`config.mk`:
```
export PLATFORM = sky130hd
export DESIGN_NAME = gcode_command_sequencer
export DESIGN_NICKNAME = d
export VERILOG_FILES = /design/src/rtl/gcode_command_sequencer.sv
export SDC_FILE = /design/constraint.sdc
export NUM_CORES = 1
export LEC_CHECK = 0
export CAP_MARGIN = 5
export CORE_MARGIN = 2
export CORE_UTILIZATION = 30
export CTS_CLUSTER_SIZE = 28
export DETAILED_ROUTE_END_ITERATION = 8
export PLACE_DENSITY = 0.46
export SLEW_MARGIN = 25
export SYNTH_ARGS = -nofsm -noshare
export SYNTH_HDL_FRONTEND = slang
export SYNTH_SLANG_ARGS = --single-unit
```
`constraint.sdc`:
```
create_clock -name clk -period 8 [get_ports clk]
set_clock_uncertainty 0.15 [all_clocks]
set_input_delay 1.2 -clock clk [delete_from_list [all_inputs] [get_ports clk]]
set_output_delay 1.2 -clock clk [all_outputs]
set_load 0.05 [all_outputs]
```
`src/rtl/gcode_command_sequencer.sv`:
```
// Purpose: queues parsed G-code commands and issues them one at a time to the execution unit.
// Latency: a command pushed into an empty queue raises exec_start one clock after it is accepted.
// Backpressure: cmd_ready = ~full; a pop frees space only after the edge, so ready stays low in the pop cycle.
//
// Ports:
//   clk, reset                       clock, synchronous active-high reset
//   cmd_valid/cmd_ready, cmd_*       command intake from the parser (type + five signed operands)
//   pause, abort, clear_halt         level hold-off, flush/cancel pulse, halt-clear pulse
//   exec_start, exec_*               registered start and operands to the execution unit
//   exec_finish, exec_error          completion handshake from the execution unit
//   busy, halted, timeout_flag       status
//   done_count, err_count            wrapping completion/failure counters
//   last_err_type                    command code of the most recent failure
module gcode_command_sequencer #(
    parameter int DEPTH          = 4,
    parameter int TIMEOUT_CYCLES = 0,
    parameter bit STOP_ON_ERROR  = 1'b1
) (
    input  logic               clk,
    input  logic               reset,
    input  logic               cmd_valid,
    output logic               cmd_ready,
    input  logic [31:0]        cmd_type,
    input  logic signed [31:0] cmd_x,
    input  logic signed [31:0] cmd_y,
    input  logic signed [31:0] cmd_z,
    input  logic signed [31:0] cmd_e0,
    input  logic signed [31:0] cmd_e1,
    input  logic               pause,
    input  logic               abort,
    input  logic               clear_halt,
    output logic               exec_start,
    output logic [31:0]        exec_type,
    output logic signed [31:0] exec_x,
    output logic signed [31:0] exec_y,
    output logic signed [31:0] exec_z,
    output logic signed [31:0] exec_e0,
    output logic signed [31:0] exec_e1,
    input  logic               exec_finish,
    input  logic               exec_error,
    output logic               busy,
    output logic               halted,
    output logic               timeout_flag,
    output logic [15:0]        done_count,
    output logic [15:0]        err_count,
    output logic [31:0]        last_err_type
);

    localparam int AW = $clog2(DEPTH);
    localparam int CW = AW + 1;
    localparam logic [31:0] TMO_LAST = 32'(TIMEOUT_CYCLES - 1);

    typedef struct packed {
        logic [31:0]        typ;
        logic signed [31:0] x;
        logic signed [31:0] y;
        logic signed [31:0] z;
        logic signed [31:0] e0;
        logic signed [31:0] e1;
    } cmd_t;

    typedef enum logic [1:0] {
        IDLE    = 2'd0,
        ISSUE   = 2'd1,
        RELEASE = 2'd2
    } state_t;

    state_t        state;
    cmd_t          mem [DEPTH];
    cmd_t          wr_dat;
    cmd_t          head;
    logic [AW-1:0] wr_ptr;
    logic [AW-1:0] rd_ptr;
    logic [CW-1:0] count;
    logic [31:0]   tmo_cnt;
    logic          full;
    logic          empty;
    logic          push;
    logic          pop;
    logic          tmo_hit;

    assign full      = (count == CW'(DEPTH));
    assign empty     = (count == '0);
    assign cmd_ready = ~full;
    assign busy      = (state != IDLE) | ~empty;

    // abort discards a coincident push and suppresses any pop in the same cycle
    assign push = cmd_valid & ~full & ~abort;
    assign pop  = (state == IDLE) & ~empty & ~pause & ~halted & ~abort;

    assign tmo_hit = (TIMEOUT_CYCLES != 0) && (tmo_cnt == TMO_LAST);

    assign wr_dat = '{typ: cmd_type, x: cmd_x, y: cmd_y, z: cmd_z, e0: cmd_e0, e1: cmd_e1};
    assign head   = mem[rd_ptr];

    // Storage needs no reset: entries are only read once count says they were written.
    always_ff @(posedge clk) begin
        if (push) begin
            mem[wr_ptr] <= wr_dat;
        end
    end

    always_ff @(posedge clk) begin
        if (reset || abort) begin
            wr_ptr <= '0;
            rd_ptr <= '0;
            count  <= '0;
        end else begin
            if (push) begin
                wr_ptr <= wr_ptr + AW'(1);
            end
            if (pop) begin
                rd_ptr <= rd_ptr + AW'(1);
            end
            case ({push, pop})
                2'b10:   count <= count + CW'(1);
                2'b01:   count <= count - CW'(1);
                default: count <= count;
            endcase
        end
    end

    always_ff @(posedge clk) begin
        if (reset) begin
            state         <= IDLE;
            exec_start    <= 1'b0;
            exec_type     <= '0;
            exec_x        <= '0;
            exec_y        <= '0;
            exec_z        <= '0;
            exec_e0       <= '0;
            exec_e1       <= '0;
            halted        <= 1'b0;
            timeout_flag  <= 1'b0;
            done_count    <= '0;
            err_count     <= '0;
            last_err_type <= '0;
            tmo_cnt       <= '0;
        end else begin
            // Applied first so that a halt set later in this block overrides it.
            if (clear_halt) begin
                halted       <= 1'b0;
                timeout_flag <= 1'b0;
            end

            case (state)
                IDLE: begin
                    if (pop) begin
                        exec_type  <= head.typ;
                        exec_x     <= head.x;
                        exec_y     <= head.y;
                        exec_z     <= head.z;
                        exec_e0    <= head.e0;
                        exec_e1    <= head.e1;
                        tmo_cnt    <= '0;
                        exec_start <= 1'b1;
                        state      <= ISSUE;
                    end
                end

                ISSUE: begin
                    if (abort) begin
                        exec_start <= 1'b0;
                        state      <= RELEASE;
                    end else if (exec_finish) begin
                        if (exec_error) begin
                            err_count     <= err_count + 16'd1;
                            last_err_type <= exec_type;
                            if (STOP_ON_ERROR) begin
                                halted <= 1'b1;
                            end
                        end else begin
                            done_count <= done_count + 16'd1;
                        end
                        exec_start <= 1'b0;
                        state      <= RELEASE;
                    end else if (tmo_hit) begin
                        err_count     <= err_count + 16'd1;
                        last_err_type <= exec_type;
                        halted        <= 1'b1;
                        timeout_flag  <= 1'b1;
                        exec_start    <= 1'b0;
                        state         <= RELEASE;
                    end else begin
                        tmo_cnt <= tmo_cnt + 32'd1;
                    end
                end

                RELEASE: begin
                    // Execution unit holds finish high through its post-command hold-off.
                    if (!exec_finish) begin
                        state <= IDLE;
                    end
                end

                default: begin
                    exec_start <= 1'b0;
                    state      <= IDLE;
                end
            endcase
        end
    end

endmodule

```
==> flow_summary.ini <==
[place]
place_inst = 4219
globalplace.congestion = 0.745
preCtsSetupSlack_ps = 2700
port-buffer-count = 459
dp_hpwl_mm = 58.1

[setup_path]
cp-start-kind = input port
rr_startpoint = state[1]$_SDFFE_PP0P_
crit_path_end_kind = flip-flop
worstPathRequired_ps = 8460
cp.arrival_ps = 4970
rr_worst_depth = 9
startpoint = pause
slowest_stage = inv_6
cp_slowest_stage_delay_ps = 770
critical_path_class = in2reg
rrSetupSlack_ps = 3980
crit_end = count[2]$_SDFFE_PP0P_
r2r_end = count[2]$_SDFFE_PP0P_
crit_fanout = 91
crit_chain = clkdlybuf4s50_1, or4_1, or3_4, inv_6, ha_1, inv_1, fa_1, xor2_1, or3_1, a21oi_1

[timing]
relSlewSlack_pct = 30.2
hold-worst-slack_ps = 302
grt_setup_unrepaired = false
setup_viol = 0
worst_slack_ps = 3490
hold_viol = 0
setup-tns-final_ps = 0
maxSlewViolCount = 0
fin_crit_ps = 4510
worstMarginPinSlew_ps = 1050
timing.fmax_mhz = 222
fin_crit_sh_pct = 56.4

[route]
vias = 20700
antenna_left = 0
route.detailed.drc = 0
drtPass1Iterations = 6
vias_per_cell = 4.66
totalWireLength_mm = 99.0
wire_per_inst_um = 22.3
first_iter_violations = 1370

[die]
die_h_um = 357
start_util_pct = 30.2
die_w_um = 357
design.core.area_mm2 = 0.123
die_area_mm2 = 0.127
ios = 461
rows = 129

[clock_tree]
clk_latency_ps = 690
cts_sinks = 1035
ctsResizeCount = 0
htreeDepth = 3
clockBufferDepth = 3
cts_buffers = 111
cts_tree = built
cts_setup_buffers = 0
clk_pin_slew_worst_paths_ps = 60
ctsRootBufferMaster = clkbuf_16
ctsHoldBuffers = 0

[synth]
yosys.cell_types.count = 41
synth_top_area_share_pct = 61.9
synthesis.nets = 2436
synth_common_cells = edfxtp_1 (768), nand2_1 (463), dfxtp_1 (267)
synth.largest_area_cell = edfxtp_1
synth_ff_type = edfxtp_1
syn_inst = 2228
async_flop_share_pct = 0
synthTopCellsByArea = edfxtp_1 (62%), dfxtp_1 (14%), mux4_2 (12%)
ys_seq_elements = 1035
avgSynthCellArea_um2 = 16.7
synth-edff-count = 768
syn-cell-area_mm2 = 0.0373
yosys_warnings = 0
yosysMostFrequentCell = edfxtp_1
yosysSeqAreaShare_pct = 76.2

[global_route]
grt_pass1_wl_mm = 143
track_usage_pct = 15.3
grt_overflow = 0
grt_start_max_net_pins = 130
antenna_found_initial = 22
first_global_vias = 21100

[power_and_ir_drop]
power_density_mw_per_mm2 = 237
p_leak_nw = 14.4
ir_drop_uv = 164
power_w = 0.0112

[worst_hold_path]
hold_class = reg2reg

[finish]
synthToLayoutAreaGrowth_pct = 26.7
drive_above_1_share_pct = 14.0
layoutNonFillerInstCount = 4438
fin_nets = 2903

[job]
drv_cap = 0

[run_status]
status = finished, final reports clean
flip-flops by register name, indices dropped and copies added (netlist names), 2 cells and up:
signal         cells
mem              768
exec_e0           32
exec_e1           32
exec_type         32
exec_x            32
exec_y            32
exec_z            32
last_err_type     32
done_count        16
err_count         16
count              3
rd_ptr             2
state              2
wr_ptr             2
area by class of cell:
cell class                 instances  area [um^2]
clock inverter                    47          410
sequential                      1035        28400
inverter                          13         53.8
tap                             1637         2050
multi-input combinational       1050         8300
fill                           11500        76300
clock buffer                     165         3100
antenna                            7         17.5
timing repair buffer             484         4870
how the worst min path moves through the flow:
stage                                    from                              to  slack [ps]  cells after the start
2_1_floorplan           count[2]$_SDFFE_PP0P_           count[2]$_SDFFE_PP0P_         320                      2
3_3_place_gp   last_err_type[12]$_SDFFE_PP0P_  last_err_type[12]$_SDFFE_PP0P_         290                      2
3_5_place_dp          exec_z[26]$_SDFFE_PP0P_         exec_z[26]$_SDFFE_PP0P_         300                      2
4_1_cts               exec_z[26]$_SDFFE_PP0P_         exec_z[26]$_SDFFE_PP0P_         300                      2
5_1_grt        last_err_type[12]$_SDFFE_PP0P_  last_err_type[12]$_SDFFE_PP0P_         320                      2
6_report       last_err_type[11]$_SDFFE_PP0P_  last_err_type[11]$_SDFFE_PP0P_         300                      2
per-stage QoR:
step	utilization [%]	instance area, um^2
final	38.2	47200
after global routing	38.2	47200
after CTS	38.2	47200
after detailed placement	35.4	43700
after global placement	35.4	43700
after floorplan	-	37300
power breakdown:
group / leakage [nW] / total (W) / internal (W) / switching, W
clock network: 1.72 / 0.00492 / 0.00284 / 0.00208
logic: 3.54 / 0.000390 / 0.000170 / 0.000220
registers: 9.13 / 0.00587 / 0.00585 / 0.0000242
per-layer routing:
metal  part of all wire [%]  vias to the layer above  track usage (%)  routed length (um)
met5                   0.21                        -                0                 212
met4                    2.0                       30             4.50                1980
met3                    6.2                      147             3.85                6170
met2                     50                      519             26.2               49800
met1                     41                    10600             19.0               40900
li1                       -                     9384                -                   -
worst max-delay path, delay by kind of cell:
kind                     cells  cell delay, ps
AND/OR/NAND/NOR              3            1410
buffers and inverters        3            1240
adder cells (fa/ha/maj)      2             710
AO/OA/AOI/OAI                1             170
XOR/XNOR                     1             160
cells by family (layout without fill, tap and decap cells):
family | after synthesis | in the layout | synth area share (%)
flops | 1035 | 1035 | 76.2
simple gates | 563 | 563 | 6.19
compound gates | 265 | 265 | 3.64
mux | 193 | 193 | 11.6
buf+inv | 143 | 709 | 1.58
xor+xnor | 20 | 20 | 0.470
fa+ha+maj | 8 | 8 | 0.289
other cells | 1 | 8 | 0.0101
layout by cell type, fill, tap and decap left out, types with 7 or more instances in the layout:
cell type,count
inv_1,12
ha_1,7
nand3_1,8
clkinv_2,19
nor4_1,7
clkbuf_16,111
clkinv_1,12
clkdlybuf4s50_1,458
a21oi_1,245
mux4_2,192
nand4_1,11
nor2_1,31
edfxtp_1,768
clkbuf_1,42
dfxtp_1,265
clkbuf_8,12
nand2_1,463
o21ai_0,9
or4_1,9
buf_4,18
xnor2_1,15
buf_12,7
diode_2,7
Power figures use the tool's default switching activity.
